$ cat config.mk
export PLATFORM = sky130hd
export DESIGN_NAME = padding_scheduler
export DESIGN_NICKNAME = d
export VERILOG_FILES = /design/src/rtl/padding_scheduler.sv
export SDC_FILE = /design/constraint.sdc
export NUM_CORES = 1
export LEC_CHECK = 0
export ABC_AREA = 1
export CAP_MARGIN = 40
export CORE_UTILIZATION = 38
export DETAILED_ROUTE_END_ITERATION = 10
export GPL_TIMING_DRIVEN = 1
export PLACE_DENSITY_LB_ADDON = 0.25
export SLEW_MARGIN = 20
export SYNTH_ARGS = -nofsm -noshare
export SYNTH_HDL_FRONTEND = slang
export SYNTH_SLANG_ARGS = --single-unit
$ cat constraint.sdc
create_clock -name i_clk -period 2.8 [get_ports i_clk]
set_input_delay 0.56 -clock i_clk [delete_from_list [all_inputs] [get_ports i_clk]]
set_output_delay 0.56 -clock i_clk [all_outputs]
set_load 0.03 [all_outputs]
$ cat src/rtl/padding_scheduler.sv
// padding_scheduler: paces SIZE x SIZE pixel reads out of the feature RAM and
// forwards them as a valid-qualified stream to the padding stage, one frame at
// a time, waiting for the padded-frame end marker between frames.
// Optional feature macro: PAD_SCHED_STALL_EN (adds i_stall to pause issue).
module padding_scheduler #(
  parameter int N       = 8,
  parameter int CHANNEL = 3,
  parameter int SIZE    = 32,
  parameter int GAP     = 13,
  parameter int ADDR_W  = 16,
  parameter int FRAME_W = 8
) (
  input  logic                 i_clk,
  input  logic                 i_rst_n,
  input  logic                 i_start,
  input  logic [ADDR_W-1:0]    i_base_addr,
  input  logic [FRAME_W-1:0]   i_num_frames,
`ifdef PAD_SCHED_STALL_EN
  input  logic                 i_stall,
`endif
  output logic                 o_rd_en,
  output logic [ADDR_W-1:0]    o_rd_addr,
  input  logic [CHANNEL*N-1:0] i_rd_data,
  output logic                 o_pad_vld,
  output logic [CHANNEL*N-1:0] o_pad_din,
  input  logic                 i_pad_end,
  output logic                 o_busy,
  output logic                 o_done,
  output logic [FRAME_W-1:0]   o_frame_idx
);

  localparam int PIX_W = $clog2(SIZE*SIZE+1);
  localparam int GAP_W = (GAP > 0) ? $clog2(GAP+1) : 1;
  localparam logic [PIX_W-1:0] PIX_LAST = PIX_W'(SIZE*SIZE);
  localparam logic [GAP_W-1:0] GAP_LD   = GAP_W'(GAP);

  typedef enum logic [1:0] {S_IDLE, S_ISSUE, S_DRAIN, S_DONE} state_t;

  state_t             r_state;
  logic               r_rd_en;
  logic [ADDR_W-1:0]  r_rd_addr;
  logic [ADDR_W-1:0]  r_addr;      // next address to read; runs on across frames
  logic               r_pad_vld;
  logic               r_busy;
  logic               r_done;
  logic [FRAME_W-1:0] r_frame_idx;
  logic [FRAME_W-1:0] r_num;
  logic [PIX_W-1:0]   r_pix_cnt;   // pulses issued in the current frame
  logic [GAP_W-1:0]   r_gap_cnt;   // idle cycles left before the next pulse
  logic               r_seen_low;  // pad_end has dropped since this frame began
  logic               w_stall;

`ifdef PAD_SCHED_STALL_EN
  assign w_stall = i_stall;
`else
  assign w_stall = 1'b0;
`endif

  // The first read is issued on the same edge that accepts start, so rd_en
  // appears one cycle after start with no dead cycle.
  always_ff @(posedge i_clk or negedge i_rst_n) begin
    if (!i_rst_n) begin
      r_state     <= S_IDLE;
      r_rd_en     <= 1'b0;
      r_rd_addr   <= '0;
      r_addr      <= '0;
      r_pad_vld   <= 1'b0;
      r_busy      <= 1'b0;
      r_done      <= 1'b0;
      r_frame_idx <= '0;
      r_num       <= '0;
      r_pix_cnt   <= '0;
      r_gap_cnt   <= '0;
      r_seen_low  <= 1'b0;
    end else begin
      r_rd_en    <= 1'b0;
      r_done     <= 1'b0;
      r_pad_vld  <= r_rd_en;
      r_seen_low <= r_seen_low | ~i_pad_end;
      case (r_state)
        S_IDLE: begin
          if (i_start) begin
            r_num       <= i_num_frames;
            r_frame_idx <= '0;
            r_busy      <= 1'b1;
            if (i_num_frames == '0) begin
              r_state <= S_DONE;
              r_done  <= 1'b1;
            end else begin
              r_state    <= S_ISSUE;
              r_rd_en    <= 1'b1;
              r_rd_addr  <= i_base_addr;
              r_addr     <= i_base_addr + ADDR_W'(1);
              r_pix_cnt  <= PIX_W'(1);
              r_gap_cnt  <= GAP_LD;
              r_seen_low <= 1'b0;
            end
          end
        end
        S_ISSUE: begin
          if (r_pix_cnt == PIX_LAST) begin
            r_state <= S_DRAIN;
          end else if (w_stall) begin
            r_gap_cnt <= r_gap_cnt;
          end else if (r_gap_cnt != '0) begin
            r_gap_cnt <= r_gap_cnt - GAP_W'(1);
          end else begin
            r_rd_en   <= 1'b1;
            r_rd_addr <= r_addr;
            r_addr    <= r_addr + ADDR_W'(1);
            r_pix_cnt <= r_pix_cnt + PIX_W'(1);
            r_gap_cnt <= GAP_LD;
          end
        end
        S_DRAIN: begin
          // a stale high pad_end from the previous frame must not end this one
          if (r_seen_low && i_pad_end) begin
            if (r_frame_idx != r_num - FRAME_W'(1)) begin
              r_state     <= S_ISSUE;
              r_frame_idx <= r_frame_idx + FRAME_W'(1);
              r_pix_cnt   <= '0;
              r_gap_cnt   <= '0;
              r_seen_low  <= 1'b0;
            end else begin
              r_state <= S_DONE;
              r_done  <= 1'b1;
            end
          end
        end
        S_DONE: begin
          r_state <= S_IDLE;
          r_busy  <= 1'b0;
        end
        default: r_state <= S_IDLE;
      endcase
    end
  end

  assign o_rd_en     = r_rd_en;
  assign o_rd_addr   = r_rd_addr;
  assign o_pad_vld   = r_pad_vld;
  assign o_pad_din   = i_rd_data;
  assign o_busy      = r_busy;
  assign o_done      = r_done;
  assign o_frame_idx = r_frame_idx;

endmodule

# Word-level counts from Yosys, hierarchy flattened
# Cells that the tools add are included.
[word_totals]
register_bits = 70
word_cells = 98
input_bits = 52
[op_classes]
bitwise_logic = 2
n_reduce_logical = 15
mux = 51
n_eq_ne = 12
add_sub_neg = 6
[op_table]
columns = ["cell", "count"]
rows = [
  ["16-bit 2-to-1 mux", 8],
  ["11-bit 2-to-1 mux", 6],
  ["16-bit one-hot mux with 2 select lines", 2],
  ["11-bit one-hot mux with 3 select lines", 1],
  ["16-bit by 1-bit adder with 16-bit output, second input constant", 2],
  ["4-bit 2-to-1 mux", 6],
  ["8-bit 2-to-1 mux", 3],
  ["8-bit one-hot mux with 2 select lines", 1],
  ["2-bit inequality test, second input constant", 7],
  ["1-bit 2-to-1 mux", 13],
  ["4-bit one-hot mux with 3 select lines", 1],
  ["11-bit by 1-bit adder with 11-bit output, second input constant", 1],
  ["11-bit == test, second input constant", 1],
  ["2-bit 2-to-1 mux", 5],
  ["8-bit by 1-bit adder with 8-bit output, second input constant", 1],
  ["8-bit logical NOT", 1],
  ["8-bit inequality test", 1],
  ["1-bit one-hot mux with 2 select lines", 4],
  ["2-bit one-hot mux with 4 select lines", 1],
  ["8-bit by 1-bit subtractor with 8-bit output, second input constant", 1],
  ["7-bit AND reduction", 1],
  ["6-bit AND reduction", 1],
  ["2-bit nonzero test", 3],
  ["5-bit AND reduction", 1],
  ["other kinds (12)", 14],
]

# Logic depth before layout (Yosys ltp)
# Gate-level depths: netlist of the first run.
[depth]
depth_word = 5
ltp_mapped = 16

# Least setup slack after synthesis of the first run
# Ideal clock, no wire load.
[synth_timing]
path_type = "reg-to-reg"
start = "register r_state[1]"
end = "register r_addr[14]"
path_buffers = 1
required_ps = 2676
setup_slack_ps = 708
t_arrival_ps = 1969
path_stages_with_launch = 14
path_cell_list = "dfrtp_1 > inv_1 > ha_1 > buf_6 > clkinv_2 > or2_2 > o21ai_2 > inv_1 > ha_1 > nand3_1 > nor3_2 > nand3_1 > xor2_1 > o21ai_1"
[synth_via]
elab_chain_len = 3
word_cells_on_any_way = 9
cone_classes = "eq/ne (5); mux (1); reduce/logical (3)"
[synth_lines]
columns = ["item", "line", "text"]
rows = [
  ["start, declared", "39", "state_t r_state;"],
  ["start signal, assigned", "63", "r_state <= S_IDLE;"],
  ["start signal, assigned", "87", "r_state <= S_DONE;"],
  ["start signal, assigned", "90", "r_state <= S_ISSUE;"],
  ["2-bit by 1-bit == test with 1-bit output / 2-bit logical NOT (equally long branches)", "80", "case (r_state)"],
  ["2-bit inequality test (no line) / 2-bit nonzero test (equally long branches)", "-", ""],
  ["5-bit AND reduction (no line)", "-", ""],
  ["end signal, assigned", "93", "r_addr <= i_base_addr + ADDR_W'(1);"],
  ["end signal, assigned", "110", "r_addr <= r_addr + ADDR_W'(1);"],
  ["end, declared", "42", "logic [ADDR_W-1:0] r_addr;"],
]
# Parallel ways exist; a longest one is shown, timed or not.
# A chain may end at the register's enable or synchronous reset.

# Worst setup path in the final report of the first run
# Ends and elaborated chain as after synthesis.

==> results of run 1 <==
[flip-flops by register name, summed over array words and instances, names as in the netlist]
signal	count
o_busy	1
r_gap_cnt	4
r_addr	16
r_state	2
o_pad_vld	1
o_done	1
r_seen_low	1
o_rd_en	1
r_pix_cnt	11
r_num	8
o_rd_addr	16
o_frame_idx	8
[cell type report]
class                      count  area [um^2]  share of cell area (%)
multi-input combinational    427         2180                    41.0
clock inverter                 5         81.3                    1.53
sequential                    70         1750                    33.0
tap                          143          179                    3.37
clock buffer                  11          243                    4.57
inverter                      75          283                    5.32
timing repair buffer          59          601                    11.3
[final timing paths]
| check | endpoint | depth (start not counted) | from |
|---|---|---|---|
| setup / recovery | r_addr[14]$_DFFE_PN0P_ | 12 | r_state[1]$_DFFE_PN0P_ |
| hold / removal | o_frame_idx[3]$_DFFE_PN0P_ | 2 | i_rst_n |
| setup reg to reg | r_addr[14]$_DFFE_PN0P_ | 12 | r_state[1]$_DFFE_PN0P_ |
| hold reg to reg | o_pad_vld$_DFF_PN0_ | 0 | o_rd_en$_DFF_PN0_ |
| max in group asynchronous | o_busy$_DFFE_PN0P_ | 2 | i_rst_n |
| min in group i_clk | o_pad_vld$_DFF_PN0_ | 0 | o_rd_en$_DFF_PN0_ |
[metrics by stage]
| stage | setup WS [ps] | cells | utilization (%) | power, uW | instance area [um^2] |
|---|---|---|---|---|---|
| floorplan | 708 | 612 | - | 4180 | 4520 |
| global placement | 424 | 774 | 43.3 | 4840 | 4990 |
| detailed placement | 383 | 774 | 43.3 | 4930 | 4990 |
| CTS | 445 | 790 | 46.2 | 6200 | 5320 |
| global route | 209 | 790 | 46.2 | 6690 | 5320 |
| finish | 446 | 790 | 46.2 | 6140 | 5320 |
[metal layers]
| metal | share of wire, % | global-route usage (%) | routed length (um) | up-vias |
|---|---|---|---|---|
| met2 | 47 | 29.2 | 4810 | 74 |
| met3 | 3.4 | 2.62 | 349 | 13 |
| met1 | 48 | 24.0 | 4920 | 1839 |
| li1 | - | - | - | 1960 |
| met5 | 0 | 0 | 0 | - |
| met4 | 1.6 | 7.21 | 162 | 0 |
[logic make-up after synthesis]
| kind of cell | after synthesis | synth area share, % |
|---|---|---|
| buf+inv | 115 | 13.0 |
| simple gates | 324 | 31.9 |
| fa+ha+maj | 10 | 2.77 |
| flops | 70 | 38.8 |
| mux | 1 | 0.222 |
| compound gates | 68 | 8.64 |
| xor+xnor | 24 | 4.65 |
[power by group through the flow]
stage	sequential [uW]	combinational, uW	clock [uW]
finish	1710	3180	1240
global route	1760	3610	1310
CTS	1720	3210	1270
detailed placement	1720	3210	0
global placement	1710	3130	0
floorplan	1930	2260	0
[worst max-delay path: stages (launching register included)]
cell and delay (ps):
dfrtp_1 410, inv_1 90, ha_1 180, clkinv_2 180, or2_2 330, o21ai_2 110
inv_1 80, ha_1 230, nand3_1 170, nor3_2 80, nand3_1 110, xor2_1 190
o21ai_1 80
[cell usage in the layout, fill, tap and decap left out, types with 7 or more instances in the layout]
| cell | count |
|---|---|
| clkdlybuf4s50_1 | 54 |
| nor3_1 | 12 |
| a21oi_1 | 7 |
| ha_1 | 10 |
| xor2_1 | 19 |
| clkbuf_16 | 9 |
| inv_1 | 65 |
| dfrtp_1 | 70 |
| nor2_1 | 38 |
| o21ai_2 | 9 |
| nand3_1 | 16 |
| nor2_2 | 8 |
| inv_2 | 8 |
| nand2_2 | 7 |
| nand4_1 | 10 |
| o21ai_0 | 39 |
| nand2_1 | 207 |
==> results_dict.tcl, run 1 <==
set metrics [dict create \
    run_status "complete, but fails checks" \
    violations "DRC" \
    synth_edf_count 0 \
    cp-start-kind "flop" \
    r2r_setup_slack_ps 450 \
    vdd_drop_max_mv 0.495 \
    async_flop_share_pct 100 \
    vias 3886 \
    ios 104 \
    setup_tns_ps 0 \
    finalCriticalPeriod_ps 2350 \
    core-area_um2 11500 \
    grt_max_degree 71 \
    synth_top_area_share_pct 38.8 \
    synth.most_common_cell "nand2_1" \
    place_hpwl_um 7480 \
    grt_pass1_vias 3845 \
    gp_congestion 0.883 \
    holdBufCountCts 0 \
    crit_path_end_kind "flop" \
    syn2layout_area_growth_pct 17.7 \
    switchingPower_uw 2830 \
    clkPwrFrac_pct 20.2 \
    powerDensity_nw_per_um2 1150 \
    synthesis.area_um2 4520 \
    yosysSeqAreaShare_pct 38.8 \
    io_buffers 55 \
    drive_gt1_share_pct 10.5 \
    n_antenna_cell 0 \
    cts_buffer_depth 2 \
    clk_latency_ps 330 \
    avgViaCountPerCell 4.92 \
    max_slew.worst_pin.slew_ps 515 \
    yosysWarnings 0 \
    p_seq_share_pct 27.9 \
    path_max_fanout 13 \
    synth_common_cells "nand2_1, dfrtp_1, inv_1" \
    synthTopCellsByArea "dfrtp_1, nand2_1, inv_1, o21ai_0, buf_4" \
    maxCapViolations 0 \
    hold_viol 0 \
    clock_sinks 70 \
    finalMaxSlewViolations 0 \
    track_usage_pct 17.9 \
    fmax_ghz 0.425 \
    cts_resized 0 \
    start_util_pct 39.2 \
    timing_worst_setup_path_type "reg -> reg" \
    min_period_over_period_pct 84.1 \
    cts_tree "built" \
    grt_pass1_wl_um 17900 \
    p_leak_uw 0.00251 \
    cts-buffers-inserted 9 \
    clockRootBuffer "clkbuf_16" \
    path_clk_slew_ps 60 \
    postRouteAntennaNets 0 \
    die_w_um 111 \
    syn_inst 612 \
    min_path_type "in -> async" \
    fp.dieH_um 111 \
    yosys.area.top_type "dfrtp_1" \
    cts_max_level 3 \
    relSlewSlack_pct 65.6 \
    rows 39 \
    syn_nets 674 \
    internal_power_uw 3310 \
    worstPathRequired_ps 3010 \
    yosysUniqueCellTypes 43 \
    cts_setup_buffers 0 \
    grt_remaining_overflow 0 \
    routed_wirelength_um 10200 \
    grt_antenna_before_repair 0 \
    avgSynthCellArea_um2 7.38 \
    nNetsFinal 704 \
    pwr-share-comb_pct 51.9 \
    hold_slack_ps 227 \
    drc 18 \
    drtIter0Drc 207 \
    synth_seq_cells 70 \
    fillers 1149 \
    switching_share_pct 46.1 \
    drt_first_pass_iters 8 \
    dieArea_um2 12300 \
    ys.flop_type "dfrtp_1" \
    worstPathArrival_ps 2560 \
    rsz0062_at_grt "false" \
    setup_viol 0 \
    finalClockSkew_ps 8.98 \
    post_drt_wl_per_cell_um 13.0 \
]
No activity file was read; power rests on OpenSTA's default activity.
==> run 2: changes to the inputs <==
==> constraint.sdc (replaced) <==
create_clock -name i_clk -period 2.4 [get_ports i_clk]
set_input_delay 0.48 -clock i_clk [delete_from_list [all_inputs] [get_ports i_clk]]
set_output_delay 0.48 -clock i_clk [all_outputs]
set_load 0.03 [all_outputs]
==> results_dict.tcl, run 2 (synthesis results as in run 1) <==
set metrics [dict create \
    run_status "complete, but fails checks" \
    violations "DRC" \
    die_w_um 111 \
    final_cells 793 \
    cts_setup_buffers 0 \
    postRouteAntennaNets 0 \
    r2r_end "r_addr[10]$_DFFE_PN0P_" \
    switching_share_pct 46.0 \
    fp.dieH_um 111 \
    crit_family "simple AND/OR/NAND/NOR gates" \
    drc 18 \
    dp_cells 779 \
    worstSetupStartpoint "r_state[1]$_DFFE_PN0P_" \
    post_drt_wl_per_cell_um 13.1 \
    io_buffers 55 \
    vdd_drop_max_mv 0.533 \
    r2r_setup_slack_ps 250 \
    clkPwrFrac_pct 18.5 \
    cp-start-kind "flop" \
    rows 39 \
    path_max_fanout 10 \
    place_hpwl_um 7590 \
    cts-buffers-inserted 9 \
    clockRootBuffer "clkbuf_16" \
    drtIter0Drc 237 \
    cts_buffer_depth 2 \
    setup_viol 0 \
    hold_slack_ps 131 \
    p_seq_share_pct 27.6 \
    drt_first_pass_iters 7 \
    relSlewSlack_pct 63.8 \
    max_slew.worst_pin.slew_ps 544 \
    grt_pass1_vias 3763 \
    final_common_cell "nand2_1" \
    final_core_util_pct 46.6 \
    rsz0062_at_grt "false" \
    finalCriticalPeriod_ps 2150 \
    switchingPower_uw 3320 \
    fmax_ghz 0.466 \
    drive_gt1_share_pct 11.4 \
    clock_sinks 70 \
    timing_worst_setup_path_type "reg -> reg" \
    max_stage_delay_ps 410 \
    cp_common_cell "inv_1" \
    crit_path_end_kind "flop" \
    power_uw 7220 \
    hold_viol 0 \
    routed_wirelength_um 10400 \
    cts_tree "built" \
    setup_tns_ps 0 \
    cpMaxStageDelayCell "dfrtp_1" \
    worstPathArrival_ps 2420 \
    maxUsedRoutingLayer "met4" \
    maxCapViolations 0 \
    grt_remaining_overflow 0 \
    crit_cells 13 \
    vias 3873 \
    crit_chain "inv_1 -> ha_4 -> inv_4 -> or2_2 -> o21ai_2 -> inv_1 -> ha_1 -> nand3_2 -> inv_1 -> nand4_1 -> xor2_1 -> nand2_1 -> nand2_1" \
    cts_max_level 3 \
    reg2reg_from "r_state[1]$_DFFE_PN0P_" \
    syn2layout_area_growth_pct 18.8 \
    grt_pass1_wl_um 17900 \
    internal_power_uw 3900 \
    track_usage_pct 18.1 \
    pwr-share-comb_pct 53.9 \
    crit_buf_inv 4 \
    core-area_um2 11500 \
    clk_latency_ps 330 \
    path_clk_slew_ps 60 \
    finalMaxSlewViolations 0 \
    n_antenna_cell 0 \
    met1Wirelength_um 5010 \
    dieArea_um2 12300 \
    grt_antenna_before_repair 0 \
    avgViaCountPerCell 4.88 \
    final_cell_mix "nand2_1, dfrtp_1, inv_1" \
    ff2ff_path_depth 13 \
    finalClockSkew_ps 5.57 \
    grt_max_degree 51 \
    wl_met2_um 4790 \
    nNetsFinal 709 \
    ios 104 \
    p_leak_uw 0.00253 \
    holdBufCountCts 0 \
    min_period_over_period_pct 89.5 \
    start_util_pct 39.2 \
    min_path_type "in -> async" \
    gp_congestion 0.859 \
    wl_met3_um 485 \
    worstPathRequired_ps 2670 \
    powerDensity_nw_per_um2 1350 \
]
[run 2: cell count changes in the layout (fill, tap and decap cells not counted), sizes merged]
cell | previous run | this run
buf | 5 | 10
bufinv | 2 | 1
clkinv | 3 | 1
clkinvlp | 1 | 2
[run 2: per-stage QoR]
stage               area [um^2]  setup slack (ps)
CTS                        5340              68.3
global placement           5040               179
finish                     5370               252
detailed placement         5040              93.2
floorplan                  4520               308
global route               5370              19.6
[run 2: cell type report]
type / instances / area, um^2
clock buffer: 11 / 253
multi-input combinational: 427 / 2190
sequential: 70 / 1750
fill: 1134 / 6150
inverter: 75 / 284
clock inverter: 3 / 45.0
tap: 143 / 179
timing repair buffer: 64 / 658
[run 2: how the worst max path moves through the flow]
stage,endpoint
2_1_floorplan,r_addr[14]$_DFFE_PN0P_
3_5_place_dp,r_addr[10]$_DFFE_PN0P_
3_3_place_gp,r_addr[10]$_DFFE_PN0P_
6_report,r_addr[10]$_DFFE_PN0P_
5_1_grt,r_addr[14]$_DFFE_PN0P_
4_1_cts,r_addr[10]$_DFFE_PN0P_
[run 2: power by group through the flow]
stage	clock (uW)	sequential [uW]	combinational, uW
after floorplan	0	2250	2630
after global placement	0	1990	3810
after detailed placement	0	2000	3860
after CTS	1380	1990	3880
after global routing	1420	2050	4370
final	1340	1990	3890
[run 2: repair_timing]
item | CTS | global route
hold endpoints to repair | 0 | 0
gates resized for setup | 0 | 6
endpoints found under the setup margin | 0 | 7
[run 2: worst reg2reg max path, delay by kind of cell (launching register included)]
kind | cells | cell delay (ps)
AND/OR/NAND/NOR | 5 | 630
adder cells (fa/ha/maj) | 2 | 410
flip-flops | 1 | 410
XOR/XNOR | 1 | 150
buffers and inverters | 4 | 390
AO/OA/AOI/OAI | 1 | 110
[run 2: per-layer routing]
| metal | global-route usage [%] | vias to the layer above |
|---|---|---|
| li1 | - | 1968 |
| met1 | 24.2 | 1810 |
| met2 | 28.7 | 86 |
| met3 | 3.77 | 9 |
| met4 | 6.76 | 0 |
| met5 | 0 | - |
==> RTL change 1 (flow settings as in run 1) <==
Add an input register stage for `i_start`, `i_base_addr`, `i_num_frames`, `i_rd_data` and `i_pad_end`; this delays them by one clock.
--- a/src/rtl/padding_scheduler.sv
+++ b/src/rtl/padding_scheduler.sv
@@ -36,4 +36,18 @@
 
   typedef enum logic [1:0] {S_IDLE, S_ISSUE, S_DRAIN, S_DONE} state_t;
+
+  logic i_start_q;
+  logic [ADDR_W-1:0] i_base_addr_q;
+  logic [FRAME_W-1:0] i_num_frames_q;
+  logic [CHANNEL*N-1:0] i_rd_data_q;
+  logic i_pad_end_q;
+
+  always_ff @(posedge i_clk) begin
+    i_start_q      <= i_start;
+    i_base_addr_q  <= i_base_addr;
+    i_num_frames_q <= i_num_frames;
+    i_rd_data_q    <= i_rd_data;
+    i_pad_end_q    <= i_pad_end;
+  end
 
   state_t             r_state;
@@ -77,12 +91,12 @@
       r_done     <= 1'b0;
       r_pad_vld  <= r_rd_en;
-      r_seen_low <= r_seen_low | ~i_pad_end;
+      r_seen_low <= r_seen_low | ~i_pad_end_q;
       case (r_state)
         S_IDLE: begin
-          if (i_start) begin
-            r_num       <= i_num_frames;
+          if (i_start_q) begin
+            r_num       <= i_num_frames_q;
             r_frame_idx <= '0;
             r_busy      <= 1'b1;
-            if (i_num_frames == '0) begin
+            if (i_num_frames_q == '0) begin
               r_state <= S_DONE;
               r_done  <= 1'b1;
@@ -90,6 +104,6 @@
               r_state    <= S_ISSUE;
               r_rd_en    <= 1'b1;
-              r_rd_addr  <= i_base_addr;
-              r_addr     <= i_base_addr + ADDR_W'(1);
+              r_rd_addr  <= i_base_addr_q;
+              r_addr     <= i_base_addr_q + ADDR_W'(1);
               r_pix_cnt  <= PIX_W'(1);
               r_gap_cnt  <= GAP_LD;
@@ -115,5 +129,5 @@
         S_DRAIN: begin
           // a stale high pad_end from the previous frame must not end this one
-          if (r_seen_low && i_pad_end) begin
+          if (r_seen_low && i_pad_end_q) begin
             if (r_frame_idx != r_num - FRAME_W'(1)) begin
               r_state     <= S_ISSUE;
@@ -140,5 +154,5 @@
   assign o_rd_addr   = r_rd_addr;
   assign o_pad_vld   = r_pad_vld;
-  assign o_pad_din   = i_rd_data;
+  assign o_pad_din   = i_rd_data_q;
   assign o_busy      = r_busy;
   assign o_done      = r_done;
Function: changed (a bounded check fails within 4 cycles, from zero or initial values and one cycle with i_rst_n low).
==> RTL change 1 against run 1 <==
  * Area after synthesis rose by 19%
  * Total power rose by 29%
  * Non-clock buffer count rose by 54
  * Clock skew fell by 0.0011 ns
  * Sequential cell count rose by 50
  * Design area rose by 35%
  * Die area rose by 18%
  * Count of clock-buffer cells in the layout rose by 14
  * Setup slack improved by 0.012 ns
  * Hold slack got worse by 0.056 ns
  * Routed wire length rose by 25%
  * Critical path type unchanged
==> RTL change 1: results (changes against run 1) <==
- The power drawn by the sequential cells is 0.00243 W (+42%).
- The detailed-routed wire length on met2 was 6200 um (+29%).
- The post-placement setup slack is 0.408 ns (+0.0251 ns).
- The synthesized instance count was 666 (+8.8%).
- The count of plain and timing-repair buffers is 113 (+92%).
- The total internal power is 0.00466 W (+41%).
- The instance count after placement with tap cells included is 940 (+21%).
- The iteration-0 DRC count of the detailed router came to 279 (+35%).
- The count of unique library cells instantiated by Yosys came to 38 (-12%).
- The number of buffers inserted during clock tree synthesis came to 17 (+8).
- The area of placed instances was 0.00659 mm^2 (+32%).
- The compound-cell area share of the yosys netlist came to 8.15% (-0.49 points).
- The average size of a mapped cell is 8.04 um^2 (+8.9%).
- The total routing usage reported by global routing is 19.3% (+1.4 points).
- The placed wire-length estimate after detailed placement was 9200 um (+23%).
- The number of detailed-route iterations in the first pass is 4 (-4).
- The total vias in the final route was 4,667 (+20%).
- The area fraction of clock buffers and clock inverters is 7.97% (+1.9 points).
- The multi-input combinational cell count is 447 (+4.7%).
- The final design area excluding fillers is 0.00719 mm^2 (+35%).
- The number of buffers inserted by port buffering came to 103 (+87%).
- The final cell count without fillers is 973 (+23%).
- The met3 layer usage reported by global route is 5.61% (+3.0 points).
- The run finished with clean final reports.
- The worst hold margin is 0.171 ns (-0.0558 ns).
- The fraction of final layout cells sized beyond drive strength 1 came to 7.94% (-2.6 points).
- Yosys attributes the largest share of cell area to sky130_fd_sc_hd__dfrtp_1, sky130_fd_sc_hd__dfxtp_1, sky130_fd_sc_hd__nand2_1.
- The number of non-clock inverters in the layout is 81 (+8.0%).
- The maximum clock rate is 427 MHz (+0.49%).
- The share of synthesized area occupied by flip-flops and latches came to 51.4% (+13 points).
- The power in combinational cells is 0.00341 W (+7.2%).
- The multiplexer share of the synthesized area is 0% (-0.22 points).
- The final weighted congestion in routability-driven placement is 0.895 (+1.3%).
==> RTL change 1: cell types whose count changed in the layout (fill, tap and decap cells not counted), sizes merged, moves of 13 or more <==
cell | run 1 | this run
clkdlybuf4s50 | 54 | 102
nand3 | 19 | 41
nand2 | 215 | 202
clkbuf | 11 | 25
dfxtp | 0 | 50
nand4 | 11 | 28
==> RTL change 1: worst max-delay path, cell delays in order (launching register included) <==
cell and delay (ns):
sky130_fd_sc_hd__dfrtp_1 0.41, sky130_fd_sc_hd__inv_1 0.10, sky130_fd_sc_hd__ha_1 0.22, sky130_fd_sc_hd__buf_4 0.29, sky130_fd_sc_hd__nand2_1 0.09, sky130_fd_sc_hd__nand2_1 0.13, sky130_fd_sc_hd__ha_1 0.20, sky130_fd_sc_hd__nand2_1 0.12
sky130_fd_sc_hd__nor3_1 0.29, sky130_fd_sc_hd__nand3_1 0.13, sky130_fd_sc_hd__xor2_1 0.16, sky130_fd_sc_hd__nand2_1 0.06, sky130_fd_sc_hd__nand2_1 0.05
==> RTL change 2 (config.mk and constraints of run 1) <==
Made on the original files. The parameter `FRAME_W` goes from 8 to 12.
--- a/src/rtl/padding_scheduler.sv
+++ b/src/rtl/padding_scheduler.sv
@@ -9,5 +9,5 @@
   parameter int GAP     = 13,
   parameter int ADDR_W  = 16,
-  parameter int FRAME_W = 8
+  parameter int FRAME_W = 12
 ) (
   input  logic                 i_clk,
Ports: changed (resized i_num_frames and o_frame_idx); port bits go from 104 to 112. The function was not compared with the original's and may differ.
==> RTL change 2 against run 1 <==
  * Area after synthesis rose by 16%
  * Sequential cell count rose by 8
  * Clock skew fell by 0.0020 ns
  * Design area rose by 17%
  * Hold slack got worse by 0.012 ns
  * Die area rose by 16%
  * Setup slack got worse by 0.19 ns
  * Routed wire length rose by 28%
  * Largest cell class unchanged
Power is not compared: it rests on default switching activity, and its combinational part moved more than twofold at a synthesized area within 25%.
==> RTL change 2: results (changes against run 1) <==
- The register share of the cell area is 31.4% (-1.5 points).
- The worst-case reg-to-reg path depth came to 13 (+1).
- The maximum clock rate is 393 MHz (-7.4%).
- The fraction of final layout cells sized beyond drive strength 1 came to 8.03% (-2.5 points).
- The post-synth net total is 806 (+20%).
- The number of non-clock inverters in the layout is 94 (+25%).
- The number of global-route vias before repair is 4,827 (+26%).
- The total vias in the final route is 4,737 (+22%).
- The flow ran to the end, and the final reports show no timing, DRC or antenna violations.
- The routed length on met3 is 606 um (+74%).
- The global-route wire length before repair was 22,700 um (+26%).
- The met3 layer usage reported by global route is 4.52% (+1.9 points).
- The count of unique library cells instantiated by Yosys is 40 (-7.0%).
- The largest driver fanout on the critical path is 12 (-1).
- The placed wire-length estimate after detailed placement is 9870 um (+32%).
- The final design area excluding fillers is 0.00621 mm^2 (+17%).
- The pin count of the biggest net entering global routing is 43 (-39%).
- The number of buffers inserted by port buffering is 63 (+15%).
- The area share of buffers outside the clock network is 12.6% (+1.3 points).
- The arrival time of the worst setup path is 2.78 ns (+0.22 ns).
- The total routing usage reported by global routing is 19.8% (+1.9 points).
- The worst hold margin is 0.216 ns (-0.0115 ns).
- The final net count is 846 (+20%).
- The post-placement setup slack is 0.266 ns (-0.117 ns).
- The overall routed net length was 13,100 um (+28%).
- The iteration-0 DRC count of the detailed router was 281 (+36%).
- The number of detailed-route iterations in the first pass is 4 (-4).
- The instance count after placement with tap cells included came to 945 (+22%).
- The final cell count without fillers is 961 (+22%).
- The final-layout fill cell count is 1,360 (+18%).
- Yosys attributes the largest share of cell area to sky130_fd_sc_hd__dfrtp_1, sky130_fd_sc_hd__nand2_1, sky130_fd_sc_hd__inv_1.
- The clock buffer instance count of the final layout came to 12 (+1).
- The worst clock skew is 0.00701 ns (-0.00197 ns).
- The area fraction of clock buffers and clock inverters was 5.10% (-1.0 points).
- The layout sequential cell count was 78 (+11%).
==> RTL change 2: cell count changes after synthesis, sizes merged, moves of 4 or more <==
| cell | run 1 | this run |
|---|---|---|
| nand3 | 19 | 35 |
| nand4 | 11 | 38 |
| nor2 | 47 | 65 |
| nand2 | 215 | 232 |
| inv | 73 | 93 |
| buf | 36 | 40 |
| dfrtp | 70 | 78 |
| clkbuf | 4 | 11 |
| xor2 | 19 | 24 |
| o21ai | 54 | 59 |
==> RTL change 2: logic make-up (layout without fill, tap and decap cells) <==
| group | after synthesis | after routing | share of synthesized area [%] |
|---|---|---|---|
| buf+inv | 145 | 190 | 13.6 |
| compound gates | 75 | 75 | 7.84 |
| simple gates | 401 | 401 | 33.8 |
| fa+ha+maj | 10 | 10 | 2.38 |
| flops | 78 | 78 | 37.2 |
| xor+xnor | 31 | 31 | 5.17 |
